**src/rtl/mips_instr_encoder.sv**
```systemverilog
// mips_instr_encoder
// Streams decoded MIPS instruction descriptions into instruction memory as
// 32-bit machine words, writing sequential addresses from BASE_ADDR. The
// LI32 pseudo-op expands into a LUI/ORI pair on consecutive addresses.
//
// Ports:
//   clk, nrst          rising-edge clock, synchronous active-low reset
//   flush              back to IDLE, pointer to BASE_ADDR, count cleared
//   in_valid/in_ready  instruction-description handshake
//   in_kind            0 R, 1 ADDI, 2 LW, 3 SW, 4 BEQ, 5 BNE, 6 J, 7 ORI,
//                      8 ANDI, 9 SLTI, 10 SLTIU, 11 LI32, 12-15 illegal
//   in_rs/rt/rd/shamt  register and shift fields
//   in_funct           R-type function field
//   in_imm             immediate (full 32 bits only for LI32)
//   in_target          J-type target field
//   imem_we/addr/wdata one-cycle write port into instruction memory
//   count, full        words written since reset/flush, count == DEPTH
//   err                one-cycle pulse after a rejected accept
module mips_instr_encoder #(
  parameter int ADDR_W    = 8,
  parameter int BASE_ADDR = 0
) (
  input  logic              clk,
  input  logic              nrst,
  input  logic              flush,
  input  logic              in_valid,
  output logic              in_ready,
  input  logic [3:0]        in_kind,
  input  logic [4:0]        in_rs,
  input  logic [4:0]        in_rt,
  input  logic [4:0]        in_rd,
  input  logic [4:0]        in_shamt,
  input  logic [5:0]        in_funct,
  input  logic [31:0]       in_imm,
  input  logic [25:0]       in_target,
  output logic              imem_we,
  output logic [ADDR_W-1:0] imem_addr,
  output logic [31:0]       imem_wdata,
  output logic [ADDR_W:0]   count,
  output logic              full,
  output logic              err
);

  localparam logic [ADDR_W:0]   DEPTH_W  = (ADDR_W+1)'(1 << ADDR_W);
  localparam logic [ADDR_W:0]   DEPTH_M1 = (ADDR_W+1)'((1 << ADDR_W) - 1);
  localparam logic [ADDR_W-1:0] BASE_PTR = ADDR_W'(BASE_ADDR);

  localparam logic [3:0] K_R     = 4'd0;
  localparam logic [3:0] K_ADDI  = 4'd1;
  localparam logic [3:0] K_LW    = 4'd2;
  localparam logic [3:0] K_SW    = 4'd3;
  localparam logic [3:0] K_BEQ   = 4'd4;
  localparam logic [3:0] K_BNE   = 4'd5;
  localparam logic [3:0] K_J     = 4'd6;
  localparam logic [3:0] K_ORI   = 4'd7;
  localparam logic [3:0] K_ANDI  = 4'd8;
  localparam logic [3:0] K_SLTI  = 4'd9;
  localparam logic [3:0] K_SLTIU = 4'd10;
  localparam logic [3:0] K_LI32  = 4'd11;

  typedef enum logic [1:0] {IDLE, EMIT, EMIT_HI, EMIT_LO} state_t;

  state_t            state, state_next;
  logic [ADDR_W-1:0] wr_ptr, ptr_next;
  logic [31:0]       lo_word, lo_next;
  logic              we_next, err_next;
  logic [ADDR_W-1:0] addr_next;
  logic [31:0]       wdata_next;
  logic [ADDR_W:0]   count_next, count_inc;
  logic [5:0]        opcode;
  logic [31:0]       enc_word, hi_word, lo_enc;
  logic              accept, illegal, li32_reject;

  assign full        = (count == DEPTH_W);
  assign in_ready    = nrst && (state == IDLE) && !full;
  assign accept      = in_valid && in_ready;
  assign illegal     = (in_kind > K_LI32);
  // A pair needs two free slots, otherwise the ORI half could not land.
  assign li32_reject = (in_kind == K_LI32) && (count >= DEPTH_M1);
  assign count_inc   = full ? count : count + 1'b1;

  assign hi_word = {6'b001111, 5'b00000, in_rt, in_imm[31:16]};
  assign lo_enc  = {6'b001101, in_rt, in_rt, in_imm[15:0]};

  // Single-word encoding of the incoming description.
  always_comb begin
    opcode = 6'b000000;
    case (in_kind)
      K_ADDI:  opcode = 6'b001000;
      K_LW:    opcode = 6'b100011;
      K_SW:    opcode = 6'b101011;
      K_BEQ:   opcode = 6'b000100;
      K_BNE:   opcode = 6'b000101;
      K_ORI:   opcode = 6'b001101;
      K_ANDI:  opcode = 6'b001100;
      K_SLTI:  opcode = 6'b001010;
      K_SLTIU: opcode = 6'b001011;
      default: opcode = 6'b000000;
    endcase
    case (in_kind)
      K_R:     enc_word = {6'b000000, in_rs, in_rt, in_rd, in_shamt, in_funct};
      K_J:     enc_word = {6'b000010, in_target};
      default: enc_word = {opcode, in_rs, in_rt, in_imm[15:0]};
    endcase
  end

  // Next-state and registered-output logic. The write strobe is registered,
  // so the word chosen on the accept edge appears in the following cycle.
  always_comb begin
    state_next = state;
    ptr_next   = wr_ptr;
    lo_next    = lo_word;
    we_next    = 1'b0;
    addr_next  = imem_addr;
    wdata_next = imem_wdata;
    count_next = count;
    err_next   = 1'b0;
    case (state)
      IDLE: begin
        if (accept) begin
          if (illegal || li32_reject) begin
            err_next = 1'b1;
          end else if (in_kind == K_LI32) begin
            we_next    = 1'b1;
            addr_next  = wr_ptr;
            wdata_next = hi_word;
            lo_next    = lo_enc;
            state_next = EMIT_HI;
          end else begin
            we_next    = 1'b1;
            addr_next  = wr_ptr;
            wdata_next = enc_word;
            state_next = EMIT;
          end
        end
      end
      EMIT: begin
        ptr_next   = wr_ptr + 1'b1;
        count_next = count_inc;
        state_next = IDLE;
      end
      EMIT_HI: begin
        ptr_next   = wr_ptr + 1'b1;
        count_next = count_inc;
        we_next    = 1'b1;
        addr_next  = wr_ptr + 1'b1;
        wdata_next = lo_word;
        state_next = EMIT_LO;
      end
      EMIT_LO: begin
        ptr_next   = wr_ptr + 1'b1;
        count_next = count_inc;
        state_next = IDLE;
      end
      default: state_next = IDLE;
    endcase
    // Flush overrides any accept or pending write on the same edge; the
    // write port simply holds its last address and data.
    if (flush) begin
      state_next = IDLE;
      ptr_next   = BASE_PTR;
      count_next = '0;
      we_next    = 1'b0;
      err_next   = 1'b0;
      addr_next  = imem_addr;
      wdata_next = imem_wdata;
    end
  end

  always_ff @(posedge clk) begin
    if (!nrst) begin
      state      <= IDLE;
      wr_ptr     <= BASE_PTR;
      lo_word    <= '0;
      imem_we    <= 1'b0;
      imem_addr  <= BASE_PTR;
      imem_wdata <= '0;
      count      <= '0;
      err        <= 1'b0;
    end else begin
      state      <= state_next;
      wr_ptr     <= ptr_next;
      lo_word    <= lo_next;
      imem_we    <= we_next;
      imem_addr  <= addr_next;
      imem_wdata <= wdata_next;
      count      <= count_next;
      err        <= err_next;
    end
  end

endmodule

```
**config.mk**
```make
export PLATFORM = sky130hd
export DESIGN_NAME = mips_instr_encoder
export DESIGN_NICKNAME = d
export VERILOG_FILES = /design/src/rtl/mips_instr_encoder.sv
export SDC_FILE = /design/constraint.sdc
export NUM_CORES = 1
export LEC_CHECK = 0
export CAP_MARGIN = 20
export CORE_MARGIN = 2
export CORE_UTILIZATION = 45
export CTS_CLUSTER_DIAMETER = 60
export DETAILED_ROUTE_END_ITERATION = 12
export PLACE_DENSITY_LB_ADDON = 0.05
export RECOVER_POWER = 100
export SLEW_MARGIN = 20
export SYNTH_ARGS = -nofsm -noshare
export SYNTH_HDL_FRONTEND = slang
export SYNTH_SLANG_ARGS = --single-unit
```
**constraint.sdc**
```tcl
create_clock -name clk -period 2.6 [get_ports clk]
set_input_delay 0.65 -clock clk [delete_from_list [all_inputs] [get_ports clk]]
set_output_delay 0.65 -clock clk [all_outputs]
set_load 0.03 [all_outputs]
```
Word level (Yosys, flattened, before mapping). Memory sizes are Yosys's and may differ from the RTL's. Cells that the tools add are included. Widths: inputs -> output; s select.

Register bits: 88. Memory bits (read-only): 80. Bits of input ports: 92. Output and inout port bits: 53. Logic and storage cells: 60. Memories kept: 1.

Memory list: (name not given) (words 16, width 5, rd ports 1, clocked after Yosys merged registers in 0, wr ports 0, RTL line 88) `case (in_kind)`.

Add/sub/neg operators: 2. Order comparisons: 2. Equal/unequal tests: 8. Multiplexer cells: 16. Bitwise logic cells: 6. Reduce and logical (&&, ||, !) cells: 17.

Operator list (count): $pmux 32 s2 (2); $mux 32 (3); $mux 8 (2); $pmux 8 s2 (1); $add 9x1->9 const B (1); $eq 9x9->1 const B (1); $ge 9x8->1 const B (1); $add 8x1->8 const B (1); $reduce_and 4->1 (2); $mux 2 (3); $not 1->1 (6); $pmux 2 s3 (1); $eq 2x2->1 const B (2); $eq 4x3->1 const B (1); $eq 4x4->1 const B (1); $gt 4x4->1 const B (1); $logic_and 1x1->1 (4); $logic_not 4->1 (1); $ne 2x2->1 const B (2); $reduce_and 2->1 (2); $reduce_or 2->1 (2); $reduce_or 4->1 (1); $mux 1 (3); $reduce_or 3->1 (1); 6 further kinds (6).

Depth between registers and ports, before layout. Gate-level depths: netlist of run 1.

Depth after elaboration: 6. Mapped depth: 10. Depth with buffers taken out: 8.

Worst setup path before layout of run 1. No wires, ideal clock.

Path kind: reg2out. From: register count[0]. To: output port in_ready. Arrival time: 1924 ps. Required time: 1950 ps. Setup slack: 26 ps. Stages on the path, launching flop included: 6. Buffers on the path: 0. Cell sequence: dfxtp_1 inv_1 ha_1 or4bb_1 nor2_1 nor3_1.

Word-level cells in the longest chain between the ends: 3.

Ends and longest elaborated chain: start, declared (RTL line 39) `output logic [ADDR_W:0] count,`; start signal, assigned (RTL line 187) `count <= count_next;`; $eq 9x9->1 (RTL line 74) `assign full = (count == DEPTH_W);`; via full (RTL line 40) `output logic full,`; $logic_not 1->1 (RTL line 75) `assign in_ready = nrst && (state == IDLE) && !full;`; $logic_and 1x1->1 (RTL line 75); end, declared (RTL line 27) `output logic in_ready,`.

The timed path passes the listed nets, and every way through them passes these cells.

Worst setup path in the final report of run 1.
From: input port in_kind[1]. To: register imem_wdata[1].

Word-level cells in the longest chain between the ends: 6. Elaborated cells on any way between the ends: 13. Those cells by class: 1 x order compare; 3 x eq/ne; 5 x mux; 4 x reduce/logical.

Ends and longest elaborated chain: start, declared (RTL line 28) `input logic [3:0] in_kind,`; $eq 4x3->1 or $logic_not 4->1 (tied branches) (RTL line 100) `case (in_kind)`; $pmux 32 s2 (RTL line 100); $mux 32 (RTL line 123) `end else if (in_kind == K_LI32) begin`; $mux 32 (RTL line 121) `if (illegal || li32_reject) begin`; $mux 32 (RTL line 120) `if (accept) begin`; $pmux 32 s2 (RTL line 118) `case (state)`; end signal, assigned (RTL line 186) `imem_wdata <= wdata_next;`; end, declared (RTL line 38) `output logic [31:0] imem_wdata,`.

Several ways; a longest one is shown, not always the timed one. The select of a mux whose other input is x is not followed. A chain may end at the register's enable or synchronous reset.

==> summary.txt, run 1 <==
Floorplanning
  – Core area: 10370 um^2
  – Initial Utilization: 0.4636
  – Die ar.: 11530 um^2
  – Die X-Extent: 107.4 um
  – Row count: 37
  – Die H: 107.4 um
  – IO Count: 145

Finish
  – Register area: 1644 um^2
  – Non-Filler Instances: 851
  – # nets final: 810
  – Most common cell after layout, fill and taps aside: clkdlybuf4s50_1
  – Most frequent cells in the layout: 90 x clkdlybuf4s50_1, 80 x dfxtp_1, 69 x nand2_1
  – Post-route cell area: 6768 um^2
  – Fillers: 928
  – Layout area overhead: 40.79%
  – Final core utilization: 0.6526
  – Multi-input logic area: 2794 um^2
  – Layout cells sized above 1: 0.1231
  – # diodes: 0

Placement
  – Post-DP HPWL: 10.83 mm
  – Port Buffers: 143
  – Dpl cells: 835
  – RD Place Congestion: 0.9376
  – Placed Area: 6578 um^2

STA
  – Fmax: 405.9 MHz
  – Final hold slack: 459.9 ps
  – TNS Setup: 0 ps
  – Slew Limit Fails: 0
  – Minimum clock period: 2464 ps
  – Final setup violation count: 0
  – Final worst-path cycle share: 0.9475
  – Final hold violations: 0
  – RSZ-0062 raised after global routing: false
  – Slew margin rel.: 0.2342
  – Skew final: 16.47 ps
  – Slew of the pin with the lowest slew margin: 1149 ps

Route
  – Final Routed Wirelength: 14.23 mm
  – WL per Instance: 16.72 um
  – Via count of the routed design: 4757
  – Initial DRC count: 226
  – # DRC: 0
  – Vias/cell: 5.590
  – 1st-pass router iterations: 5
  – Antenna-violating nets left: 0

Critical path
  – Critical path origin: in_kind[1]
  – WP data arrival: 2710 ps
  – Worst R2R Setup Slack: 270 ps
  – Crit path to: imem_wdata[1]$_SDFFE_PN0P_
  – Cell mode on critical path: buf_4
  – Crit path kind: in2reg
  – Slowest stage delay, CP: 480 ps
  – Reg2reg end: state[1]$_SDFFE_PP0P_
  – R2r startpoint: count[0]$_SDFFE_PP0P_
  – Critical Path End Type: flop
  – CP max stage cell: clkdlybuf4s50_1
  – Worst path cell trace: clkdlybuf4s50_1, buf_4, inv_1, ha_1, mux2_1, a21boi_0, o41ai_1, buf_4, mux2i_1
  – Worst r2r path cells: 9
  – CP max FO: 11
  – Startpoint types: input pin
  – Worst EP required: 2850 ps

Clocking
  – Reg clk slew, reported paths: 90 ps
  – Clk sinks: 82
  – CTS tree: done
  – Clock tree buffer depth: 2
  – CTS Root Cell: clkbuf_8
  – # hold bufs at CTS: 0
  – Clk_lat worst skew: 360 ps
  – # Post-CTS Setup Buffers: 0
  – H-tree levels: 3
  – CTS buffer count: 9

Synthesis
  – YS warnings: 0
  – Post-synth EDFFs: 0
  – Mapped Area: 4807 um^2
  – Async SR Flop Fraction: 0
  – Yosys reg bits: 82
  – Syn nets: 659
  – Post-synthesis sequential area ratio: 0.3415
  – Post-synthesis average cell area: 8.599 um^2
  – Post-synthesis cell type count: 54
  – Synthesized instance count: 559
  – Most used flip-flop cell after synthesis: dfxtp_1

GRT
  – Initial antenna violation count: 0
  – Global route overflow: 0
  – First-pass GRT wire length: 23.15 mm
  – Total GRT Usage: 0.2489
  – Vias in the first global route: 4734
  – Pin count of the biggest net entering global routing: 57

Run status
  – Outcome: finished clean

Hold path
  – Worst min-delay path class: reg2reg

Job
  – Max-cap check violation count: 0

Pwr
  – Power Dens Cells: 427.5 nW/um^2
  – Worst vdd ir: 0.2355 mV
  – Pleak: 2.914 nW
[cells in the mapped netlist (2+ instances only)]
cell type | number | share of area
a211o_1 | 5 | 0.0091
a211oi_1 | 13 | 0.020
a21boi_0 | 9 | 0.014
a21o_1 | 2 | 0.0031
a21oi_1 | 21 | 0.022
a2bb2oi_1 | 5 | 0.0091
a311oi_1 | 13 | 0.024
a31oi_1 | 2 | 0.0026
buf_2 | 7 | 0.0073
buf_4 | 4 | 0.0062
clkbuf_1 | 38 | 0.030
dfxtp_1 | 82 | 0.34
ha_1 | 8 | 0.021
inv_1 | 38 | 0.030
mux2i_1 | 58 | 0.12
nand2_1 | 69 | 0.054
nand2b_1 | 3 | 0.0039
nand3_1 | 4 | 0.0042
nand3b_1 | 4 | 0.0062
nand4_1 | 5 | 0.0065
nor2_1 | 38 | 0.030
nor3_1 | 8 | 0.0083
nor3b_1 | 2 | 0.0031
nor4bb_1 | 16 | 0.033
o21ai_0 | 8 | 0.0083
o311a_1 | 16 | 0.033
o31ai_1 | 3 | 0.0047
o41ai_1 | 16 | 0.029
or3_1 | 6 | 0.0078
or3b_2 | 17 | 0.031
or4_1 | 2 | 0.0031
xnor2_1 | 13 | 0.024
xor2_1 | 3 | 0.0055
[cell families after synthesis]
family                     Yosys count  share of synthesized area
xor gates and xnor gates            16                    0.02915
and+or+nand+nor                    184                     0.2106
DFF                                 82                     0.3415
muxes                               59                     0.1231
other                                1                  0.0007801
buffers and inverters               89                    0.07834
adders and majority gates            8                    0.02082
AOI/OAI and AO/OA                  120                     0.1957
[stage by stage]
stage | setup slack, ps | total power, mW
2_1_floorplan | 26.13 | 1.590
3_3_place_gp | -128.6 | 1.867
3_5_place_dp | -192.6 | 1.875
4_1_cts | 39.31 | 2.927
5_1_grt | 13.45 | 3.008
6_report | 136.4 | 2.893
[where the power goes]
group / internal, mW / total (mW) / switching (mW) / leakage (nW)
clock: 0.550 / 1.06 / 0.508 / 0.111
combinational: 0.283 / 0.536 / 0.253 / 2.14
sequential: 1.28 / 1.30 / 0.0167 / 0.664
[worst min path at each step]
stage / startpoint / to / slack [ps] / cells after the start
2_1_floorplan: lo_word[26]$_SDFFE_PN0P_ / lo_word[26]$_SDFFE_PN0P_ / 430 / 2
3_3_place_gp: lo_word[14]$_SDFFE_PN0P_ / lo_word[14]$_SDFFE_PN0P_ / 440 / 2
3_5_place_dp: imem_wdata[4]$_SDFFE_PN0P_ / imem_wdata[4]$_SDFFE_PN0P_ / 450 / 2
4_1_cts: lo_word[8]$_SDFFE_PN0P_ / lo_word[8]$_SDFFE_PN0P_ / 460 / 2
5_1_grt: imem_wdata[19]$_SDFFE_PN0P_ / imem_wdata[19]$_SDFFE_PN0P_ / 480 / 2
6_report: imem_wdata[28]$_SDFFE_PN0P_ / imem_wdata[28]$_SDFFE_PN0P_ / 460 / 2
[state kept, by name (all words and copies together), names as in the netlist]
register    count
imem_we         1
state           2
wr_ptr          8
lo_word        22
imem_addr       8
err             1
count           9
imem_wdata     31
[repair_timing]
item                                   in CTS  in global routing
setup endpoints to repair                   0                  2
resized for setup                           0                  3
endpoints found under the hold margin       0                  0
[routing by layer]
metal	wire, um	up-vias	global-route usage	part of all wire
li1	-	2327	-	-
met1	6389	2256	0.3313	0.45
met2	6966	154	0.4204	0.49
met3	627	20	0.03148	0.044
met4	244	0	0.07601	0.017
met5	0	-	0	0
[area by class of cell]
class | count | share of cell area
well taps | 136 | 0.02514
multi-input cells | 388 | 0.4128
flip-flops and latches | 82 | 0.2429
inverters | 38 | 0.02108
clock inverters | 7 | 0.01461
clock buffers | 9 | 0.01830
repair buffers | 191 | 0.2651
[critical path, delay by kind of cell]
family | cells | cell delay [ps]
buffers and inverters | 4 | 890
multiplexers | 2 | 400
AO/OA/AOI/OAI | 2 | 570
adder cells (fa/ha/maj) | 1 | 180
Note: power is estimated with default switching activity, not from simulation.
==> run 2: changes to the inputs <==
CORE_MARGIN = not set   (was 2)
==> run 2 against run 1 <==
Compared with the run above: the run now ends with capacitance limit, slew limit left; clock skew fell by 7.2 ps; cell area fell by 0.59%; cell count fell by 0.12%; critical path type unchanged; largest power group unchanged; highest routed layer unchanged.
==> summary.txt, run 2 (synthesis results as in run 1) <==
Critical path
  – Worst path cell trace: clkdlybuf4s50_1, ha_1, nand4_1, or3_1, a31o_1, clkbuf_4, a311oi_1
  – WP data arrival: 2740 ps
  – CP max FO: 16
  – Startpoint types: input pin
  – Buf/Inv on CP: 2
  – Crit path kind: in2reg
  – Worst R2R Setup Slack: 350 ps
  – Top Family by Delay on Critical Path: buffers and inverters
  – Critical Path End Type: flop
  – Worst EP required: 2860 ps
  – Slowest stage delay, CP: 520 ps
  – CP max stage cell: clkdlybuf4s50_1

Finish
  – Most common cell after layout, fill and taps aside: clkdlybuf4s50_1
  – Largest register FFs: 31
  – Layout cells sized above 1: 0.1218
  – Top Registers: imem_wdata x31, lo_word x22, count x9
  – # nets final: 809
  – Post-route cell area: 6728 um^2
  – Most frequent cells in the layout: 90 x clkdlybuf4s50_1, 80 x dfxtp_1, 69 x nand2_1
  – # diodes: 0
  – Fillers: 875
  – Top reg by flops: imem_wdata
  – Layout area overhead: 39.95%

Clocking
  – CTS tree: done
  – H-tree levels: 3
  – CTS Root Cell: clkbuf_8
  – # hold bufs at CTS: 0
  – Clk sinks: 82
  – Reg clk slew, reported paths: 80 ps
  – # Post-CTS Setup Buffers: 0
  – CTS buffer count: 9
  – Clock tree buffer depth: 2
  – Cts repair resizes: 0
  – Clk_lat worst skew: 360 ps

STA
  – Final worst-path cycle share: 0.9524
  – Final hold slack: 457.1 ps
  – Minimum clock period: 2476 ps
  – Slew Limit Fails: 76
  – Slew of the pin with the lowest slew margin: 1513 ps
  – Final hold violations: 0
  – RSZ-0062 raised after global routing: false
  – Fmax: 403.8 MHz
  – Slew margin rel.: -0.008718
  – Final setup violation count: 0
  – Skew final: 9.258 ps

GRT
  – Vias in the first global route: 4842
  – Gr busiest metal: met2
  – First-pass GRT wire length: 23.38 mm
  – Met2 Use GR: 0.4502
  – Met3 Track Usage GR: 0.05690
  – Initial antenna violation count: 0
  – Global route overflow: 0
  – Met1 Use GR: 0.3275
  – Pin count of the biggest net entering global routing: 76
  – Total GRT Usage: 0.2630

Pwr
  – Sw Share: 0.2787
  – Power Dens Cells: 398.7 nW/um^2
  – Int Pwr: 1.935 mW
  – Clk pwr share: 0.318
  – Worst vdd ir: 0.2307 mV
  – Gate power share: 0.198
  – NetSw: 747.5 uW
  – Pleak: 2.892 nW
  – Flop pwr share: 0.485

Floorplanning
  – Die ar.: 11100 um^2
  – Die X-Extent: 105.4 um
  – Core area: 10320 um^2
  – IO Count: 145
  – Die H: 105.4 um
  – Initial Utilization: 0.4656
  – Row count: 37

Run status
  – Failing checks: capacitance limit, slew limit
  – Outcome: finished, violations left

Route
  – Via count of the routed design: 4706
  – Final Routed Wirelength: 13.95 mm
  – Antenna-violating nets left: 0
  – Vias/cell: 5.536
  – Initial DRC count: 291
  – # DRC: 0
  – WL per Instance: 16.41 um
  – 1st-pass router iterations: 5

Placement
  – Post-DP HPWL: 10.46 mm
  – RD Place Congestion: 0.8761
  – Port Buffers: 143
  – Placed Area: 6595 um^2

Hold path
  – Worst min-delay path class: reg2reg

Job
  – Max-cap check violation count: 1
[run 2: cell types whose count changed in the layout (fill, tap and decap cells not counted), sizes merged]
cell | previous run | this run
bufinv | 2 | 0
inv | 41 | 38
buf | 41 | 44
clkinvlp | 1 | 3
clkbuf | 19 | 18
[run 2: stage by stage]
step | utilization | setup TNS [ps] | total power [mW] | setup WS, ps | instances
floorplan | - | 0 | 1.590 | 26.13 | 559
global placement | 0.6388 | -4767 | 1.868 | -115.9 | 834
detailed placement | 0.6388 | -8831 | 1.873 | -221.6 | 834
CTS | 0.6556 | 0 | 2.721 | 49.19 | 850
global route | 0.6517 | 0 | 2.815 | 9.120 | 850
finish | 0.6517 | 0 | 2.682 | 123.8 | 850
[run 2: layout make-up]
type                    count  area [um^2]  share of cell area
clock inverters             4        27.53            0.004092
clock buffers              12        145.1             0.02157
well taps                 136        170.2             0.02529
repair buffers            190         1804              0.2682
multi-input cells         388         2794              0.4153
flip-flops and latches     82         1644              0.2444
inverters                  38        142.6             0.02120
[run 2: worst paths after layout]
path	depth (start not counted)	startpoint	to
max reg2reg	10	count[1]$_SDFFE_PP0P_	imem_addr[1]$_SDFFE_PN0P_
max	7	in_kind[0]	imem_addr[1]$_SDFFE_PN0P_
min	2	lo_word[26]$_SDFFE_PN0P_	lo_word[26]$_SDFFE_PN0P_
min reg2reg	2	lo_word[26]$_SDFFE_PN0P_	lo_word[26]$_SDFFE_PN0P_
[run 2: layer usage]
metal | vias to the layer above | part of all wire
li1 | 2324 | -
met1 | 2219 | 0.45
met2 | 141 | 0.49
met3 | 22 | 0.045
met4 | 0 | 0.016
met5 | - | 0
[run 2: worst register-to-register path: stages, from the launching register on]
cell and delay [ps]:
dfxtp_2 410, ha_1 190, inv_1 70, nor3_1 230, ha_1 200, o21a_1 120
o21ai_1 60, buf_4 170, a31o_1 190, clkbuf_4 250, a311oi_1 270
[run 2: power by group through the flow]
| stage | Sequential, mW | Clock [mW] | Combinational (mW) |
|---|---|---|---|
| floorplan | 1.37 | 0 | 0.218 |
| global placement | 1.33 | 0 | 0.538 |
| detailed placement | 1.33 | 0 | 0.543 |
| CTS | 1.30 | 0.875 | 0.545 |
| global route | 1.30 | 0.942 | 0.569 |
| finish | 1.30 | 0.852 | 0.531 |
==> run 3: changes to the inputs <==
CORE_MARGIN = 3   (was not set)
GPL_ROUTABILITY_DRIVEN = 0   (was not set)
SKIP_LAST_GASP = 1   (was not set)
==> run 3 against run 2 <==
Compared with the run above: the run now ends clean; routed wire length increased by 1.5%; die area is 7.7% higher; combinational power grew 1%; clock-buffer cell count fell by 3.
==> summary.txt, run 3 (synthesis results as in run 1) <==
Run status
  – Outcome: finished clean

Finish
  – Top reg by flops: imem_wdata
  – Layout area overhead: 41.31%
  – Layout cells sized above 1: 0.1234
  – # nets final: 808
  – # diodes: 0
  – Largest register FFs: 31
  – Final core utilization: 0.6550
  – Fillers: 889
  – Top Registers: imem_wdata x31, lo_word x22, count x9
  – Register area: 1644 um^2
  – Multi-input logic area: 2791 um^2
  – Most frequent cells in the layout: 90 x clkdlybuf4s50_1, 80 x dfxtp_1, 69 x nand2_1
  – Most common cell after layout, fill and taps aside: clkdlybuf4s50_1

Floorplanning
  – Initial Utilization: 0.4636
  – Row count: 37
  – Core area: 10370 um^2
  – Die X-Extent: 109.4 um
  – Die ar.: 11960 um^2
  – IO Count: 145
  – Die H: 109.4 um

Pwr
  – Pleak: 2.926 nW
  – Gate power share: 0.184
  – Int Pwr: 2.130 mW
  – Clk pwr share: 0.370
  – Power Dens Cells: 429.5 nW/um^2
  – Worst vdd ir: 0.2771 mV
  – Sw Share: 0.2700
  – NetSw: 787.7 uW
  – Flop pwr share: 0.446

STA
  – RSZ-0062 raised after global routing: false
  – Slew of the pin with the lowest slew margin: 1027 ps
  – TNS Setup: 0 ps
  – Final setup violation count: 0
  – Fmax: 401.4 MHz
  – Slew Limit Fails: 0
  – Skew final: 9.567 ps
  – Final hold violations: 0
  – Minimum clock period: 2491 ps
  – Final worst slack: 108.8 ps
  – Slew margin rel.: 0.3153
  – Final worst-path cycle share: 0.9581

Clocking
  – Clock tree buffer depth: 2
  – CTS tree: done
  – CTS Root Cell: clkbuf_8
  – Reg clk slew, reported paths: 90 ps
  – H-tree levels: 3
  – Clk_lat worst skew: 350 ps
  – # Post-CTS Setup Buffers: 0
  – Clk sinks: 82
  – CTS buffer count: 9
  – # hold bufs at CTS: 0

GRT
  – Total GRT Usage: 0.2374
  – Global route overflow: 0
  – First-pass GRT wire length: 22.60 mm
  – Pin count of the biggest net entering global routing: 54
  – Initial antenna violation count: 0
  – Vias in the first global route: 4568

Route
  – Max Used Layer: met4
  – Via count of the routed design: 4740
  – Vias/cell: 5.583
  – Final Routed Wirelength: 14.16 mm
  – Met3 WL: 783 um
  – WL met1: 6.312 mm
  – WL per Instance: 16.68 um
  – 1st-pass router iterations: 5
  – Met2 WL: 6.854 mm
  – # DRC: 0
  – Antenna-violating nets left: 0
  – Initial DRC count: 324

Placement
  – Post-DP HPWL: 10.64 mm
  – Place WS: -212.7 ps
  – Port Buffers: 143

Critical path
  – Critical Path End Type: output port
  – Top Family by Delay on Critical Path: simple AND/OR/NAND/NOR gates
  – Worst path cell trace: inv_1, ha_1, or4bb_1, nor2_1, nor3_1, buf_4
  – Slowest stage delay, CP: 500 ps
  – WP data arrival: 1840 ps
  – Crit path kind: reg2out
  – Worst EP required: 1950 ps
  – CP max stage cell: or4bb_1
  – Startpoint types: flop
  – Buf/Inv on CP: 2
  – CP max FO: 7

Job
  – Max-cap check violation count: 0

Hold path
  – Worst min-delay path class: reg2reg
run 3: cell types whose count changed in the layout (fill, tap and decap cells not counted), sizes merged:
cell      previous run  this run
bufinv               0         2
clkbuf              18        16
buf                 44        42
clkinvlp             3         0
inv                 38        42
run 3: per-layer routing:
layer | global-route usage | vias to the layer above
li1 | - | 2322
met1 | 0.3143 | 2227
met2 | 0.3976 | 172
met3 | 0.03171 | 19
met4 | 0.08192 | 0
met5 | 0 | -
run 3: layout make-up:
| type | count | share of cell area |
|---|---|---|
| tap | 136 | 0.02505 |
| inverter | 38 | 0.02100 |
| clock inverter | 7 | 0.01603 |
| clock buffer | 9 | 0.01824 |
| timing repair buffer | 189 | 0.2667 |
| sequential | 82 | 0.2420 |
| multi-input combinational | 388 | 0.4109 |
run 3: worst paths after layout:
path | from | end | slack, ps | cells past startpoint
hold reg to reg | imem_wdata[6]$_SDFFE_PN0P_ | imem_wdata[6]$_SDFFE_PN0P_ | 460 | 2
setup reg to reg | state[1]$_SDFFE_PP0P_ | imem_wdata[1]$_SDFFE_PN0P_ | 410 | 7
hold / removal | imem_wdata[6]$_SDFFE_PN0P_ | imem_wdata[6]$_SDFFE_PN0P_ | 460 | 2
setup / recovery | count[0]$_SDFFE_PP0P_ | in_ready | 110 | 6
run 3: worst reg2reg max path, cell delays in order (launching register included):
cell	delay (ps)
dfxtp_1	590
buf_4	280
nand2b_1	90
buf_4	200
nor2_1	210
a31o_1	250
clkbuf_2	300
mux2i_1	210
run 3: what timing repair did:
item | 4_1_cts | 5_1_grt
resized for setup | 0 | 3
hold endpoints to repair | 0 | 0
endpoints found under the setup margin | 0 | 1
run 3: power groups by stage:
| stage | clock network, mW | logic (mW) | registers (mW) |
|---|---|---|---|
| after floorplan | 0 | 0.218 | 1.37 |
| after CTS | 1.10 | 0.547 | 1.30 |
| after global placement | 0 | 0.539 | 1.33 |
| final | 1.08 | 0.537 | 1.30 |
| after global routing | 1.15 | 0.574 | 1.30 |
| after detailed placement | 0 | 0.545 | 1.33 |
run 3: through the flow:
stage               power [mW]  instances  hold slack [ps]  area, um^2
floorplan                1.590        559            431.8        4807
global placement         1.868        833            440.2        6575
detailed placement       1.875        833            446.0        6575
CTS                      2.952        849            462.9        6808
global route             3.028        849            474.7        6793
finish                   2.917        849            458.2        6793
